## src/rtl/base3_pkg.sv

```systemverilog
// Shared definitions for the base-3 converter path: trit codes, FSM encoding, ASCII defaults.
package base3_pkg;

  localparam int unsigned TRIT_W = 2;

  localparam logic [TRIT_W-1:0] TRIT_ZERO = 2'b00;
  localparam logic [TRIT_W-1:0] TRIT_ONE  = 2'b01;
  localparam logic [TRIT_W-1:0] TRIT_TWO  = 2'b10;
  localparam logic [TRIT_W-1:0] TRIT_BAD  = 2'b11;

  localparam logic [7:0] ASCII_ZERO_DEF = 8'h30;
  localparam logic [7:0] ERR_CHAR_DEF   = 8'h3F;

  typedef enum logic [1:0] {
    ST_IDLE = 2'd0,
    ST_SCAN = 2'd1,
    ST_SEND = 2'd2,
    ST_DONE = 2'd3
  } state_e;

endpackage

```

## src/rtl/base3_digit_serializer_if.sv

```systemverilog
// Valid/ready ASCII byte stream with an end-of-frame marker.
interface base3_digit_serializer_if;

  logic [7:0] char_out;
  logic       char_valid;
  logic       char_ready;
  logic       char_last;

  modport master (output char_out, output char_valid, output char_last, input char_ready);
  modport slave  (input char_out, input char_valid, input char_last, output char_ready);

endinterface

```

## src/rtl/trit_char_enc.sv

```systemverilog
// Combinational trit -> ASCII character map; illegal code 2'b11 maps to ERR_CHAR and raises bad_c.
module trit_char_enc
  import base3_pkg::*;
#(
  parameter logic [7:0] ASCII_ZERO = ASCII_ZERO_DEF,
  parameter logic [7:0] ERR_CHAR   = ERR_CHAR_DEF
) (
  input  logic [TRIT_W-1:0] trit,
  output logic [7:0]        ch_c,
  output logic              bad_c
);

  always_comb begin
    bad_c = (trit == TRIT_BAD);
    ch_c  = bad_c ? ERR_CHAR : (ASCII_ZERO + 8'(trit));
  end

endmodule

```

## src/rtl/base3_digit_serializer.sv

```systemverilog
// Captures a packed base-3 word and streams its trits MSB-first as ASCII characters.
// Optional build macro BASE3_ZERO_SUPPRESS_EN skips leading zero trits (at least one is sent).
module base3_digit_serializer
  import base3_pkg::*;
#(
  parameter int unsigned DIGITS     = 16,
  parameter logic [7:0]  ASCII_ZERO = ASCII_ZERO_DEF,
  parameter logic [7:0]  ERR_CHAR   = ERR_CHAR_DEF
) (
  input  logic                     clk,
  input  logic                     rst_n,
  input  logic [TRIT_W*DIGITS-1:0] base3_no,
  input  logic                     load,
  output logic                     busy,
  base3_digit_serializer_if.master char_if,
  output logic                     frame_done,
  output logic                     err
);

  localparam int unsigned WORD_W = TRIT_W * DIGITS;
  localparam int unsigned CNT_W  = $clog2(DIGITS + 1);

  state_e             state_q, state_d;
  logic [WORD_W-1:0]  shreg_q, shreg_d;
  logic [CNT_W-1:0]   cnt_q, cnt_d;
  logic               err_d;
  logic               bad_q;
  logic               hs_c;
  logic [7:0]         enc_ch_c;
  logic               enc_bad_c;

  // Next-state, shift register and counter update
  always_comb begin
    state_d = state_q;
    shreg_d = shreg_q;
    cnt_d   = cnt_q;
    err_d   = err;
    hs_c    = char_if.char_valid && char_if.char_ready;

    case (state_q)
      ST_IDLE: begin
        if (load) begin
          shreg_d = base3_no;
          cnt_d   = CNT_W'(DIGITS);
          err_d   = 1'b0;
`ifdef BASE3_ZERO_SUPPRESS_EN
          state_d = ST_SCAN;
`else
          state_d = ST_SEND;
`endif
        end
      end
`ifdef BASE3_ZERO_SUPPRESS_EN
      ST_SCAN: begin
        if ((shreg_q[WORD_W-1 -: TRIT_W] == TRIT_ZERO) && (cnt_q > CNT_W'(1))) begin
          shreg_d = shreg_q << TRIT_W;
          cnt_d   = cnt_q - CNT_W'(1);
        end else begin
          state_d = ST_SEND;
        end
      end
`endif
      ST_SEND: begin
        if (hs_c) begin
          shreg_d = shreg_q << TRIT_W;
          cnt_d   = cnt_q - CNT_W'(1);
          if (bad_q) err_d = 1'b1;
          if (cnt_q == CNT_W'(1)) state_d = ST_DONE;
        end
      end
      ST_DONE: state_d = ST_IDLE;
      default: state_d = ST_IDLE;
    endcase
  end

  // Encode the trit that will be on top after this edge, so outputs can be registered
  trit_char_enc #(
    .ASCII_ZERO (ASCII_ZERO),
    .ERR_CHAR   (ERR_CHAR)
  ) u_enc (
    .trit  (shreg_d[WORD_W-1 -: TRIT_W]),
    .ch_c  (enc_ch_c),
    .bad_c (enc_bad_c)
  );

  always_ff @(posedge clk or negedge rst_n) begin
    if (!rst_n) begin
      state_q            <= ST_IDLE;
      shreg_q            <= '0;
      cnt_q              <= '0;
      bad_q              <= 1'b0;
      err                <= 1'b0;
      busy               <= 1'b0;
      frame_done         <= 1'b0;
      char_if.char_out   <= '0;
      char_if.char_valid <= 1'b0;
      char_if.char_last  <= 1'b0;
    end else begin
      state_q            <= state_d;
      shreg_q            <= shreg_d;
      cnt_q              <= cnt_d;
      err                <= err_d;
      busy               <= (state_d == ST_SCAN) || (state_d == ST_SEND);
      frame_done         <= (state_d == ST_DONE);
      bad_q              <= (state_d == ST_SEND) && enc_bad_c;
      char_if.char_valid <= (state_d == ST_SEND);
      char_if.char_last  <= (state_d == ST_SEND) && (cnt_d == CNT_W'(1));
      char_if.char_out   <= (state_d == ST_SEND) ? enc_ch_c : 8'h00;
    end
  end

endmodule
```

## src/flat_wrapper.sv

```systemverilog
// flat-port wrapper written by rule: the top's interface ports become plain ports
module base3_digit_serializer_flat import base3_pkg::*;
#(
  parameter int unsigned DIGITS     = 16,
  parameter logic [7:0]  ASCII_ZERO = ASCII_ZERO_DEF,
  parameter logic [7:0]  ERR_CHAR   = ERR_CHAR_DEF
)
  (clk, rst_n, base3_no, load, busy, frame_done, err, char_if_char_out, char_if_char_valid, char_if_char_last, char_if_char_ready);
  base3_digit_serializer_if char_if_i ();
  input  logic clk;
  input  logic rst_n;
  input  logic [TRIT_W*DIGITS-1:0] base3_no;
  input  logic load;
  output logic busy;
  output logic frame_done;
  output logic err;
  output wire logic [$bits(char_if_i.char_out)-1:0] char_if_char_out;
  output wire logic [$bits(char_if_i.char_valid)-1:0] char_if_char_valid;
  output wire logic [$bits(char_if_i.char_last)-1:0] char_if_char_last;
  input wire logic [$bits(char_if_i.char_ready)-1:0] char_if_char_ready;
  assign char_if_char_out = char_if_i.char_out;
  assign char_if_char_valid = char_if_i.char_valid;
  assign char_if_char_last = char_if_i.char_last;
  assign char_if_i.char_ready = char_if_char_ready;
  base3_digit_serializer #(.DIGITS(DIGITS), .ASCII_ZERO(ASCII_ZERO), .ERR_CHAR(ERR_CHAR)) u_core (.clk(clk), .rst_n(rst_n), .base3_no(base3_no), .load(load), .busy(busy), .char_if(char_if_i), .frame_done(frame_done), .err(err));
endmodule
```

## config.mk

```make
export PLATFORM = sky130hd
export DESIGN_NAME = base3_digit_serializer_flat
export DESIGN_NICKNAME = d
export VERILOG_FILES = /design/src/rtl/base3_pkg.sv /design/src/rtl/base3_digit_serializer_if.sv /design/src/rtl/trit_char_enc.sv /design/src/rtl/base3_digit_serializer.sv /design/src/flat_wrapper.sv
export SDC_FILE = /design/constraint.sdc
export NUM_CORES = 1
export LEC_CHECK = 0
export ABC_AREA = 1
export ABC_CLOCK_PERIOD_IN_PS = 2300
export CAP_MARGIN = 5
export CORE_MARGIN = 3
export CORE_UTILIZATION = 51
export CTS_CLUSTER_DIAMETER = 50
export DETAILED_ROUTE_END_ITERATION = 8
export PLACE_DENSITY = 0.79
export REMOVE_ABC_BUFFERS = 1
export SLEW_MARGIN = 10
export SYNTH_ARGS = -nofsm -noshare
export SYNTH_HDL_FRONTEND = slang
export SYNTH_HIERARCHICAL = 1
export SYNTH_SLANG_ARGS = --single-unit
export TNS_END_PERCENT = 10
```

## constraint.sdc

```tcl
create_clock -name clk -period 2.3 [get_ports clk]
set_clock_uncertainty 0.2 [all_clocks]
set_input_delay 0.46 -clock clk [delete_from_list [all_inputs] [get_ports clk]]
set_output_delay 0.46 -clock clk [all_outputs]
set_load 0.005 [all_outputs]
```

# Word level (Yosys, flattened, before mapping)
# Index checks and enable logic that the tools add are counted.
[totals]
reg_bits = 53
output_inout_bits = 13
[classes]
add_sub_neg = 2
eq_ne = 10
muxes = 16
n_reduce_logical = 8
[op_table]
columns = ["operator", "count"]
rows = [
  ["32-bit 2-to-1 mux", 2],
  ["32-bit one-hot mux with 2 select lines", 1],
  ["7-bit 2-to-1 mux", 2],
  ["5-bit by 1-bit equality test with 1-bit output (second input constant)", 2],
  ["5-bit 2-to-1 mux", 2],
  ["5-bit one-hot mux with 2 select lines", 1],
  ["2-bit equality test (second input constant)", 4],
  ["6-bit by 2-bit adder with 7-bit output (first input constant)", 1],
  ["2-bit 2-to-1 mux", 3],
  ["5-bit by 1-bit subtractor with 5-bit output (second input constant)", 1],
  ["2-bit by 1-bit != test with 1-bit output (second input constant)", 2],
  ["2-bit one-hot mux with 2 select lines", 1],
  ["4-bit AND reduction", 1],
  ["1-bit logical AND", 3],
  ["1-bit 2-to-1 mux", 3],
  ["3-bit AND reduction", 1],
  ["2-bit by 1-bit equality test with 1-bit output (second input constant)", 1],
  ["2-bit zero test", 1],
  ["2-bit != test (second input constant)", 1],
  ["1-bit one-hot mux with 2 select lines", 1],
  ["2-bit nonzero test", 1],
  ["1-bit logical OR", 1],
]

# Logic depth before layout (Yosys ltp)
[depth]
depth_word = 6
depth_mapped = 12

# Modules after synthesis
# The synthesis kept the hierarchy.
[by_module_without_submodules]
columns = ["mod", "instances", "cells_per_inst", "area_each_um2", "seq_area_each_um2"]
rows = [
  ["base3_digit_serializer", 1, 236, 2252.2, 1326.3],
  ["trit_char_enc", 1, 12, 67.6, 0.0],
]

# Worst setup path before layout
# Ideal clock, no wire load.
[synth_timing]
kind = "input-to-reg"
startpoint = "input port char_if_char_ready"
endpoint = "register u_core.char_if.char_last"
t_arrival_ps = 1418
slack_ps = 566
cell_stages = 9
path_buffers = 1
cell_sequence = "nand2_2 -> nor2_1 -> nand4_1 -> ha_1 -> clkbuf_1 -> inv_1 -> nor2_1 -> nand2_1 -> nor2_2"
[synth_between]
elab_chain_cells = 5
word_cells_on_any_way = 8
[synth_rtl]
columns = ["item", "line", "rtl"]
rows = [
  ["from (decl)", "flat_wrapper.sv:20", "input wire logic [$bits(char_if_i.char_ready)-1:0] char_if_char_ready;"],
  ["1-bit logical AND *", "base3_digit_serializer.sv:38", "hs_c = char_if.char_valid && char_if.char_ready;"],
  ["5-bit 2-to-1 mux or 2-bit 2-to-1 mux (tied branches)", "base3_digit_serializer.sv:64", "if (hs_c) begin"],
  ["5-bit one-hot mux with 2 select lines or 2-bit one-hot mux with 2 select lines (tied branches)", "base3_digit_serializer.sv:40", "case (state_q)"],
  ["5-bit by 1-bit equality test with 1-bit output or 2-bit equality test (tied branches)", "base3_digit_serializer.sv:107", "char_if.char_last <= (state_d == ST_SEND) && (cnt_d == CNT_W'(1));"],
  ["1-bit logical AND *", "base3_digit_serializer.sv:107", ""],
  ["to (signal assigned)", "base3_digit_serializer.sv:107", ""],
  ["to (decl)", "base3_digit_serializer_if.sv:9", "modport master (output char_out, output char_valid, output char_last, input char_ready);"],
]
# Every way passes the cells marked *; elsewhere a longest branch is shown, timed or not.
# A chain may end at the register's enable or synchronous reset.

# Worst setup path after layout
[layout_timing]
startpoint = "register u_core.char_if.char_valid"
endpoint = "output port char_if_char_valid"
[layout_rtl]
columns = ["item", "line", "rtl"]
rows = [
  ["from (decl)", "base3_digit_serializer_if.sv:9", ""],
  ["from (signal assigned)", "base3_digit_serializer.sv:106", "char_if.char_valid <= (state_d == ST_SEND);"],
  ["to (decl)", "flat_wrapper.sv:18", "output wire logic [$bits(char_if_i.char_valid)-1:0] char_if_char_valid;"],
]
# No word-level cell between the ends.

==> impl_metrics.csv <==
group,metric,value,unit
die,die_h,73.4,um
critical_path,cp.depth,1,
power_and_ir_drop,cellLeakagePower,1.55,nW
global_route,grt_pass1_vias,1661,
critical_path,critPathCaptureType,"output pin",
logic_synthesis,yosysUniqueCellTypes,24,
cts,cts.htree.levels,2,
global_route,grt_usage,0.181,
layout,drive_gt1_frac,0.0976,
timing,slew_headroom,0.644,
logic_synthesis,seq_area_frac_synth,0.572,
run_status,status,"finished, final reports clean",
critical_path,worst-path-buf-inv,1,
route,drcViolationCount,0,
global_route,antenna_found_initial,0,
critical_path,startpoint_type,"flop",
die,fp.coreArea,4200,um^2
critical_path,r2r_cells,10,
global_route,grt-ovfl-total,0,
die,rows,23,
flow_run,max_cap_violations,0,
hold_path,hold_class,"reg -> reg",
cts,postCtsSetupRepairBufs,0,
layout,nets,336,
cts,clk_pin_slew,0.09,ns
timing,finalSetupViolCount,0,
cts,holdBufCountCts,1,
logic_synthesis,syn_area,2320,um^2
critical_path,critPathSlowestCell,"clkdlybuf4s50_1",
logic_synthesis,synth_fa_ha_area_frac,0.0216,
critical_path,crit_chain,"clkdlybuf4s50_1",
route,num_vias,1778,
power_and_ir_drop,peakVddDrop,0.586,mV
timing,holdWs,0.287,ns
logic_synthesis,yosysTopAreaCellShare,0.572,
die,dieWidth,73.4,um
layout,syn2layout_area_growth,26.0,%
layout,diodes,0,
logic_synthesis,ys_ff_latch,53,
timing,setup_tns,0,ns
hold_path,hold_depth,2,
cts,cts_resized,0,
route,viasPerCell,5.12,
layout,final_common_cell,"nand2_1",
cts,cts_root_buffer,"clkbuf_8",
logic_synthesis,synth_cells,248,
cts,clockBufferDepth,2,
route,drtIter0Drc,108,
timing,tightestPinTransition,0.535,ns
route,postRouteAntennaNets,0,
critical_path,rrSetupSlack,0.65,ns
die,die-area,5390,um^2
logic_synthesis,synth_top_area_cell,"dfrtp_1",
critical_path,path_max_fanout,2,
logic_synthesis,synth_compound_area_frac,0.112,
timing,fmax,532,MHz
die,initial_core_util,0.552,
critical_path,critPathTopFamily,"buffers and inverters",
critical_path,cp.arrival,1.22,ns
route,wl,4480,um
logic_synthesis,synth_xor_area_frac,0,
critical_path,critPathMaxStageDelay,0.52,ns
placement,io_buffers,48,
critical_path,crit_required,1.64,ns
global_route,grt_max_degree,32,
placement,postPlaceCellArea,2820,um^2
logic_synthesis,synthTopCellsByArea,"dfrtp_1 (57%), nand2_1 (15%), a22oi_1 (9.1%)",
placement,dp.cells,338,
global_route,grt_pass1_wl,7510,um
route,dr.pass1.iters,4,
power_and_ir_drop,pwr_density_cell,983,nW/um^2
placement,post-dp-hpwl,3150,um
cts,clkSinkCount,53,
critical_path,critical_path_class,"reg -> out",
cts,clk_latency,0.31,ns
logic_synthesis,synth_top_family_by_area,"simple AND/OR/NAND/NOR gates",
cts,numCtsBuffers,5,
logic_synthesis,synth-simple-area-share,0.197,
logic_synthesis,synth_area_per_cell,9.35,um^2
timing,final.min_clock_period,1.88,ns
timing,timing.final.ws_setup,0.421,ns
cts,cts_tree,"done",
die,pin_count,49,
logic_synthesis,yosysWarnings,6,
placement,gp_congestion,0.736,
timing,rsz0062_at_grt,"no",
timing,hold_viol_final,0,
layout,instances_no_fill,347,
timing,slew_violations,0,
layout,fillers,336,
layout,final_cell_mix,"nand2_1 (91), dfrtp_1 (53), clkdlybuf4s50_1 (47)",
placement,place_ws,0.0949,ns
route,wl_per_cell,12.9,um
timing,period_share,0.817,
layout,post-route-cell-area,2920,um^2
logic_synthesis,synthMuxAreaShare,0,
[metal layers]
metal  routed length [um]  share of wire  GRT usage  vias up
li1                     -              -          -      875
met1                 2040           0.45      0.245      853
met2                 2120           0.47      0.286       44
met3                  270          0.060     0.0534        6
met4                   49          0.011     0.0483        0
met5                    0              0          0        -
[final timing paths]
path	startpoint	end
setup / recovery	u_core/char_if.char_valid$_DFF_PN0_	char_if_char_valid
min in group asynchronous	rst_n	u_core/shreg_q[10]$_DFFE_PN0P_
setup reg to reg	u_core/state_q[0]$_DFF_PN0_	u_core/bad_q$_DFF_PN0_
hold reg to reg	u_core/shreg_q[21]$_DFFE_PN0P_	u_core/shreg_q[21]$_DFFE_PN0P_
max in group asynchronous	rst_n	u_core/char_if.char_out[1]$_DFF_PN0_
hold / removal	u_core/shreg_q[21]$_DFFE_PN0P_	u_core/shreg_q[21]$_DFFE_PN0P_
[flip-flops by register name, indices dropped and copies added (netlist names)]
name	count
u_core/char_if.char_valid	1
u_core/busy	1
u_core/shreg_q	32
u_core/state_q	2
u_core/bad_q	1
u_core/err	1
u_core/frame_done	1
u_core/char_if.char_out	8
u_core/char_if.char_last	1
u_core/cnt_q	5
[synthesized netlist by cell type, drive strengths merged]
library cell   n
nor3           1
nand4          1
nand2         93
a22oi         30
nor2           8
ha             4
conb           2
o21ai          2
a22o           1
dfrtp         53
buf           15
nand3          6
inv           28
clkbuf         3
a21oi          1
[worst register-to-register path, delay by kind of cell (launching register included)]
kind	cells	cell delay, ns
AO/OA/AOI/OAI	1	0.13
flip-flops	1	0.40
buffers and inverters	4	0.37
AND/OR/NAND/NOR	5	0.46
[final cells by class]
type | count | area [um^2] | area share
Timing Repair Buffer | 57 | 558 | 0.191
Tap cell | 50 | 62.6 | 0.0214
Sequential cell | 53 | 1330 | 0.454
Clock buffer | 5 | 68.8 | 0.0235
Inverter | 28 | 105 | 0.0360
Multi-Input combinational cell | 151 | 781 | 0.267
Clock inverter | 3 | 21.3 | 0.00728
[logic make-up after synthesis]
group	Yosys count
AND/OR/NAND/NOR	109
flip-flops	53
buffers and inverters	46
AO/OA/AOI/OAI	34
adder cells (fa/ha/maj)	4
other	2
[report_power, final]
part | internal (mW) | switching [mW]
clock network | 0.216 | 0.314
registers | 1.25 | 0.162
logic | 0.436 | 0.494
total | 1.90 | 0.970
[metrics by stage]
stage	utilization	power, mW
detailed placement	0.672	2.36
floorplan	-	1.96
global placement	0.672	2.33
CTS	0.696	2.90
global route	0.696	3.10
finish	0.696	2.87
Note: power is estimated with default switching activity, not from simulation.
